### src/rtl/down_counter_arbiter.sv
// Two-requester arbiter sharing one 3-bit down counter. The winner's len is
// loaded at grant, the counter runs down to 0, then a one-cycle done pulse
// marks completion. Dropping the request mid-count aborts without done.
module down_counter_arbiter #(
  parameter int RR_EN = 1
) (
  input  logic       clk,
  input  logic       rst_n,
  input  logic       req0,
  input  logic [2:0] len0,
  input  logic       req1,
  input  logic [2:0] len1,
  output logic       gnt0,
  output logic       gnt1,
  output logic       done0,
  output logic       done1,
  output logic [2:0] cnt,
  output logic       busy
);

  typedef enum logic [1:0] {IDLE, COUNT, DONE} state_t;

  state_t     state, state_nx;
  logic       owner, owner_nx;   // requester currently holding the counter
  logic       ptr, ptr_nx;       // requester favoured on contention
  logic [2:0] cnt_nx;
  logic       gnt0_nx, gnt1_nx, done0_nx, done1_nx, busy_nx;
  logic       win, owner_req;

  // State and all outputs are registered from the next-state logic.
  always_ff @(posedge clk or negedge rst_n) begin
    if (!rst_n) begin
      state <= IDLE;
      owner <= 1'b0;
      ptr   <= 1'b0;
      cnt   <= '0;
      gnt0  <= 1'b0;
      gnt1  <= 1'b0;
      done0 <= 1'b0;
      done1 <= 1'b0;
      busy  <= 1'b0;
    end else begin
      state <= state_nx;
      owner <= owner_nx;
      ptr   <= ptr_nx;
      cnt   <= cnt_nx;
      gnt0  <= gnt0_nx;
      gnt1  <= gnt1_nx;
      done0 <= done0_nx;
      done1 <= done1_nx;
      busy  <= busy_nx;
    end
  end

  // Next state, arbitration and next output values.
  always_comb begin
    state_nx  = state;
    owner_nx  = owner;
    ptr_nx    = ptr;
    cnt_nx    = cnt;
    gnt0_nx   = 1'b0;
    gnt1_nx   = 1'b0;
    done0_nx  = 1'b0;
    done1_nx  = 1'b0;
    win       = 1'b0;
    owner_req = owner ? req1 : req0;
    case (state)
      IDLE: begin
        if (req0 || req1) begin
          if (req0 && req1)
            win = (RR_EN != 0) ? ptr : 1'b0;
          else
            win = ~req0;
          owner_nx = win;
          cnt_nx   = win ? len1 : len0;
          gnt0_nx  = ~win;
          gnt1_nx  = win;
          state_nx = COUNT;
        end
      end
      COUNT: begin
        if (!owner_req) begin
          state_nx = IDLE;
        end else if (cnt == 3'd0) begin
          done0_nx = ~owner;
          done1_nx = owner;
          ptr_nx   = ~owner;
          state_nx = DONE;
        end else begin
          cnt_nx  = cnt - 3'd1;
          gnt0_nx = ~owner;
          gnt1_nx = owner;
        end
      end
      DONE:    state_nx = IDLE;
      default: state_nx = IDLE;
    endcase
    busy_nx = (state_nx != IDLE);
  end

endmodule
### config.mk
export PLATFORM = sky130hd
export DESIGN_NAME = down_counter_arbiter
export DESIGN_NICKNAME = d
export VERILOG_FILES = /design/src/rtl/down_counter_arbiter.sv
export SDC_FILE = /design/constraint.sdc
export NUM_CORES = 1
export LEC_CHECK = 0
export BUFFER_PORTS_ARGS = -buffer_cell sky130_fd_sc_hd__clkbuf_2
export CORE_MARGIN = 4
export CORE_UTILIZATION = 40
export DETAILED_ROUTE_END_ITERATION = 7
export GPL_ROUTABILITY_DRIVEN = 0
export SLEW_MARGIN = 25
export SYNTH_ARGS = -nofsm -noshare
export SYNTH_HDL_FRONTEND = slang
export SYNTH_SLANG_ARGS = --single-unit
### constraint.sdc
create_clock -name clk -period 2.9 [get_ports clk]
set_input_delay 0.145 -clock clk [delete_from_list [all_inputs] [get_ports clk]]
set_output_delay 0.145 -clock clk [all_outputs]
set_load 0.01 [all_outputs]
* Yosys cells after proc, flatten, opt, wreduce, memory -nomap -nowiden
Index checks and enable logic that the tools add are counted.
** Cells by class
- $add $sub $neg :: 1
- Eq/ne operators :: 4
- Multiplexer cells :: 27
- Bitwise operators :: 3
- Reductions and logical operators :: 9
** Operator list (number)
- $mux 1 :: 16
- $mux 3 :: 4
- $mux 2 :: 3
- $ne 2x2->1 const B :: 3
- $pmux 3 s2 :: 1
- $pmux 1 s2 :: 2
- $pmux 2 s2 :: 1
- $reduce_and 4->1 :: 1
- $reduce_bool 2->1 :: 2
- $logic_not 3->1 :: 1
- $not 1->1 :: 3
- $reduce_and 3->1 :: 1
- $sub 3x1->3 const B :: 1
- $eq 2x1->1 const B :: 1
- $logic_not 2->1 :: 1
- $reduce_and 2->1 :: 1
- $logic_and 1x1->1 :: 1
- $logic_or 1x1->1 :: 1
** Word-level totals
- Bits in registers :: 12
- Output and inout bits :: 8
- Logic and storage cells :: 53

* Logic depth before layout (Yosys ltp)
- Depth after elaboration :: 7
- Depth in mapped cells :: 6

* Least setup slack after synthesis
Ideal clock, no wire load.
- Path kind :: register to register
- Start point :: register cnt[0]
- End point :: register cnt[0]
- Library setup time :: 79 ps
- Arrival time :: 1285 ps
- Path slack :: 1535 ps
- Cell stages (with the launch flop) :: 7
- Buffers on the path :: 0
- Cells stage by stage :: dfrtp_1 -> inv_1 -> ha_1 -> nand2b_1 -> a31oi_2 -> a21oi_2 -> mux2i_1
** On the way
- Longest elaborated chain between the ends :: 4
** Ends and longest elaborated chain
- start, declared :: RTL line 17 : output logic [2:0] cnt,
- start signal, assigned :: RTL line 46 : cnt <= cnt_nx;
- $sub 3x1->3 :: RTL line 90 : cnt_nx = cnt - 3'd1;
- $mux 3 :: RTL line 84 : end else if (cnt == 3'd0) begin
- $mux 3 :: RTL line 82 : if (!owner_req) begin
- $pmux 3 s2 :: RTL line 67 : case (state)
Parallel ways exist; a longest one is shown, timed or not. The select of a mux whose other input is x is not followed.
A chain may end at the register's enable or synchronous reset.

* Worst setup path in the final report
Ends and elaborated chain as after synthesis.

==> metrics.sh <==
OUTCOME='finished clean'
HOLD_START='req0'
POST_LAYOUT_NONFILLER_INSTANCES=101
FMAX_GHz=0.687
CTS_ROOT_BUFFER='clkbuf_4'
INSERTION_DELAY_NS=0.27
YS_SEQ_AREA_SHARE_PCT=47.5
MIN_DELAY_WORST_ENDPOINT='owner'
DRTPASS1ITERATIONS=2
GRT_MAX_DEGREE=13
POST_CTS_RESIZED=0
NETLIST-CELL-TYPE-COUNT=23
YOSYSTOPAREACELL='dfrtp_1'
GR-USAGE-ALL-LAYERS_PCT=13.9
PEAKVDDDROP_V=0.000491
FINAL-MAX-SLEW-VIOLATION-COUNT=0
DIE_HEIGHT_UM=47.7
ANTENNA_FOUND_INITIAL=0
CLOCK_PATH_BUFFERS=2
IO_PINS=18
INITIAL_UTILIZATION_PCT=41.9
DETAIL_ROUTE.WIRELENGTH.MET1_UM=645
PATH_BUF_INV=1
MAX-CAP-VIOLATIONS=0
ROUTED-WL-MET2_UM=656
NUMPLACEDINSTANCES=96
SYN2LAYOUT_AREA_GROWTH_PCT=23.2
POST-DP-HPWL_UM=1000
SETUP.WORST_PATH.CLASS='reg2reg'
WORSTHOLDPATHTYPE='in2reg'
FILL_CELLS=147
CPLARGESTDELAYFAMILY='flip-flops'
POST_SYNTHESIS_MEAN_INSTANCE_AREA_UM2=9.87
VIAS=523
FLOORPLAN.ROWS=14
GRT_SETUP_UNREPAIRED='false'
CTS_HOLD_REPAIR.BUFFERS=1
FINALCRITICALPERIOD_NS=1.46
SYN_NETS=76
VIAS_PER_CELL=5.18
TRITONCTS_NUM_SINKS=12
CTS-HTREE-LEVELS=1
CLK_PIN_SLEW_NS=0.08
FINCLKSKEW_NS=0.000381
FLOORPLAN.DIE_AREA_UM2=2280
HOLD_DEPTH=2
SYNTHESIS.YOSYS.WARNINGS=0
DRT-WIRELENGTH-PER-CELL_UM=13.7
SYNTH_TOP_AREA_SHARE_PCT=47.5
TRITONCTS.NUM_BUFFERS=3
ANT_NETS=0
FINAL_AREA_UM2=778
DR.FIRST_ITER.DRC_COUNT=3
POWER_DENSITY_nW_PER_UM2=984
CRIT-REG2REG-CAPTURE='cnt[0]'
FP.DIEW_UM=47.7
LEAKAGE_POWER_FIGURE_nW=0.375
WORST_HOLD_SLACK_NS=0.131
FIRST_GLOBAL_VIAS=469
WORST-ENDPOINT-ARRIVAL_NS=1.65
SETUP_VIOL=0
MAX-SLEW-MARGIN-REL_PCT=79.1
POST_SYNTH_INST_COUNT=64
WORSTPATHMAXFANOUT=5
LAYOUT_CELL_SHARE_WITH_DRIVE_STRENGTH_BEYOND_1_PCT=30.6
POST-CTS-SETUP-BUFFERS=0
MIN_PERIOD_OVER_PERIOD_PCT=50.2
CP_CELL_SEQUENCE='inv_1 > ha_1 > nand2b_1 > a31oi_2 > a21oi_2 > mux2i_1'
SYNTH_TOP_CELLS_BY_AREA='dfrtp_1 48%, nand2b_1 5.9%, a21oi_1 5.5%'
SLACK_OF_THE_WORST_REG_TO_REG_PATH_NS=1.44
CORE_UM2=1510
DR_WL_MET3_UM=44
CTS_TREE='built'
WORSTREG2REGSTART='cnt[0]'
PORT-BUFFER-COUNT=17
DRC=0
TIMING.CRITICAL_PATH.SLOWEST_STAGE_CELL='dfrtp_1'
POST_SYNTHESIS_CELL_AREA_UM2=632
DRT_WL_TOTAL_UM=1380
SYNTH-SEQ-CELLS=12
ANTENNA_CELLS=0
PLACE_AREA_UM2=732
ROUTE.TOP_LAYER_USED='met4'
TIMING.CRITICAL_PATH.SLOWEST_CELL_DELAY_NS=0.37
GLOBALROUTE.TOTALOVERFLOW=0
CRITPATHCAPTURETYPE='flop'
GRT_PASS1_WL_UM=2060
SETUP_TNS_NS=0
WORST_PIN_SLEW_NS=0.313
FINAL_NETS=98
HOLD_VIOLATIONS=0
WORST-ENDPOINT-REQUIRED_NS=3.10
START_KIND='flop'
TIMING.REG2REG.WORST_PATH_DEPTH=6
-- layout by cell type (no fill, tap or decap) --
cell / synthesis / layout
a211oi_1: 2 / 2
a21boi_2: 1 / 1
a21oi_1: 7 / 7
a21oi_2: 1 / 1
a2bb2oi_1: 1 / 1
a311oi_1: 1 / 1
a31oi_2: 1 / 1
and2b_4: 1 / 1
clkbuf_2: 0 / 17
clkbuf_4: 0 / 3
clkbuf_8: 0 / 1
dfrtp_1: 12 / 12
dlygate4sd3_1: 0 / 1
ha_1: 2 / 2
inv_1: 4 / 4
mux2_1: 2 / 2
mux2_2: 1 / 1
mux2i_1: 2 / 2
nand2_1: 2 / 2
nand2b_1: 6 / 6
nand3_1: 2 / 2
nor2_1: 8 / 8
nor3_1: 1 / 1
o21a_1: 1 / 1
o21ai_0: 3 / 3
o21ai_1: 2 / 2
-- area by class of cell --
class / instances / area [um^2] / share of cell area, %
multi-input combinational: 47 / 312 / 40.0
sequential: 12 / 300 / 38.6
timing repair buffer: 18 / 95.1 / 12.2
clock buffer: 4 / 36.3 / 4.66
tap: 16 / 20.0 / 2.57
inverter: 4 / 15.0 / 1.93
-- cells in the mapped netlist --
| cell type | n |
|---|---|
| inv_1 | 4 |
| nor3_1 | 1 |
| nor2_1 | 8 |
| mux2_2 | 1 |
| and2b_4 | 1 |
| o21ai_1 | 2 |
| nand3_1 | 2 |
| o21a_1 | 1 |
| a2bb2oi_1 | 1 |
| a21boi_2 | 1 |
| a21oi_1 | 7 |
| dfrtp_1 | 12 |
| ha_1 | 2 |
| nand2_1 | 2 |
| mux2i_1 | 2 |
| a21oi_2 | 1 |
| buf_2 | 1 |
| a311oi_1 | 1 |
| a31oi_2 | 1 |
| nand2b_1 | 6 |
| a211oi_1 | 2 |
| o21ai_0 | 3 |
| mux2_1 | 2 |
-- state kept, by name, summed over array words and instances, names as in the netlist --
signal,count
ptr,1
owner,1
state,2
cnt,3
done0,1
busy,1
gnt0,1
done1,1
gnt1,1
-- per-stage QoR --
stage                     utilization, %  setup WS [ns]  power (mW)
after global routing                51.7           1.29       0.831
after floorplan                        -           1.54       0.532
final                               51.7           1.44       0.766
after CTS                           51.7           1.41       0.775
after detailed placement            48.6           1.44       0.631
after global placement              48.6           1.51       0.628
-- metal layers --
metal | vias to the layer above | global-route usage, %
met5 | - | 0
met4 | 0 | 9.68
met3 | 4 | 3.38
met2 | 9 | 22.7
met1 | 243 | 15.8
li1 | 267 | -
-- where the power goes --
part	total (mW)	internal, mW	switching, mW
combinational	0.345	0.154	0.191
sequential	0.285	0.227	0.0578
clock	0.136	0.0763	0.0600
total	0.766	0.457	0.309
-- worst max-delay path by stage --
| stage | from | endpoint | slack [ns] | depth (start not counted) |
|---|---|---|---|---|
| 6_report | cnt[0] | cnt[0] | 1.44 | 6 |
| 5_1_grt | cnt[0] | cnt[2] | 1.29 | 6 |
| 4_1_cts | cnt[0] | cnt[0] | 1.41 | 6 |
| 3_5_place_dp | cnt[0] | cnt[0] | 1.44 | 6 |
| 3_3_place_gp | state[0] | cnt[1] | 1.51 | 4 |
| 2_1_floorplan | cnt[0] | cnt[0] | 1.54 | 6 |
-- logic make-up (layout without fill, tap and decap cells) --
logic type	after synthesis	after routing	share of synthesized area, %
simple gates	20	20	15.8
mux	5	5	8.51
flops	12	12	47.5
compound gates	20	20	21.0
buf+inv	5	26	3.17
fa+ha+maj	2	2	3.96
No activity file was read; power rests on OpenSTA's default activity.
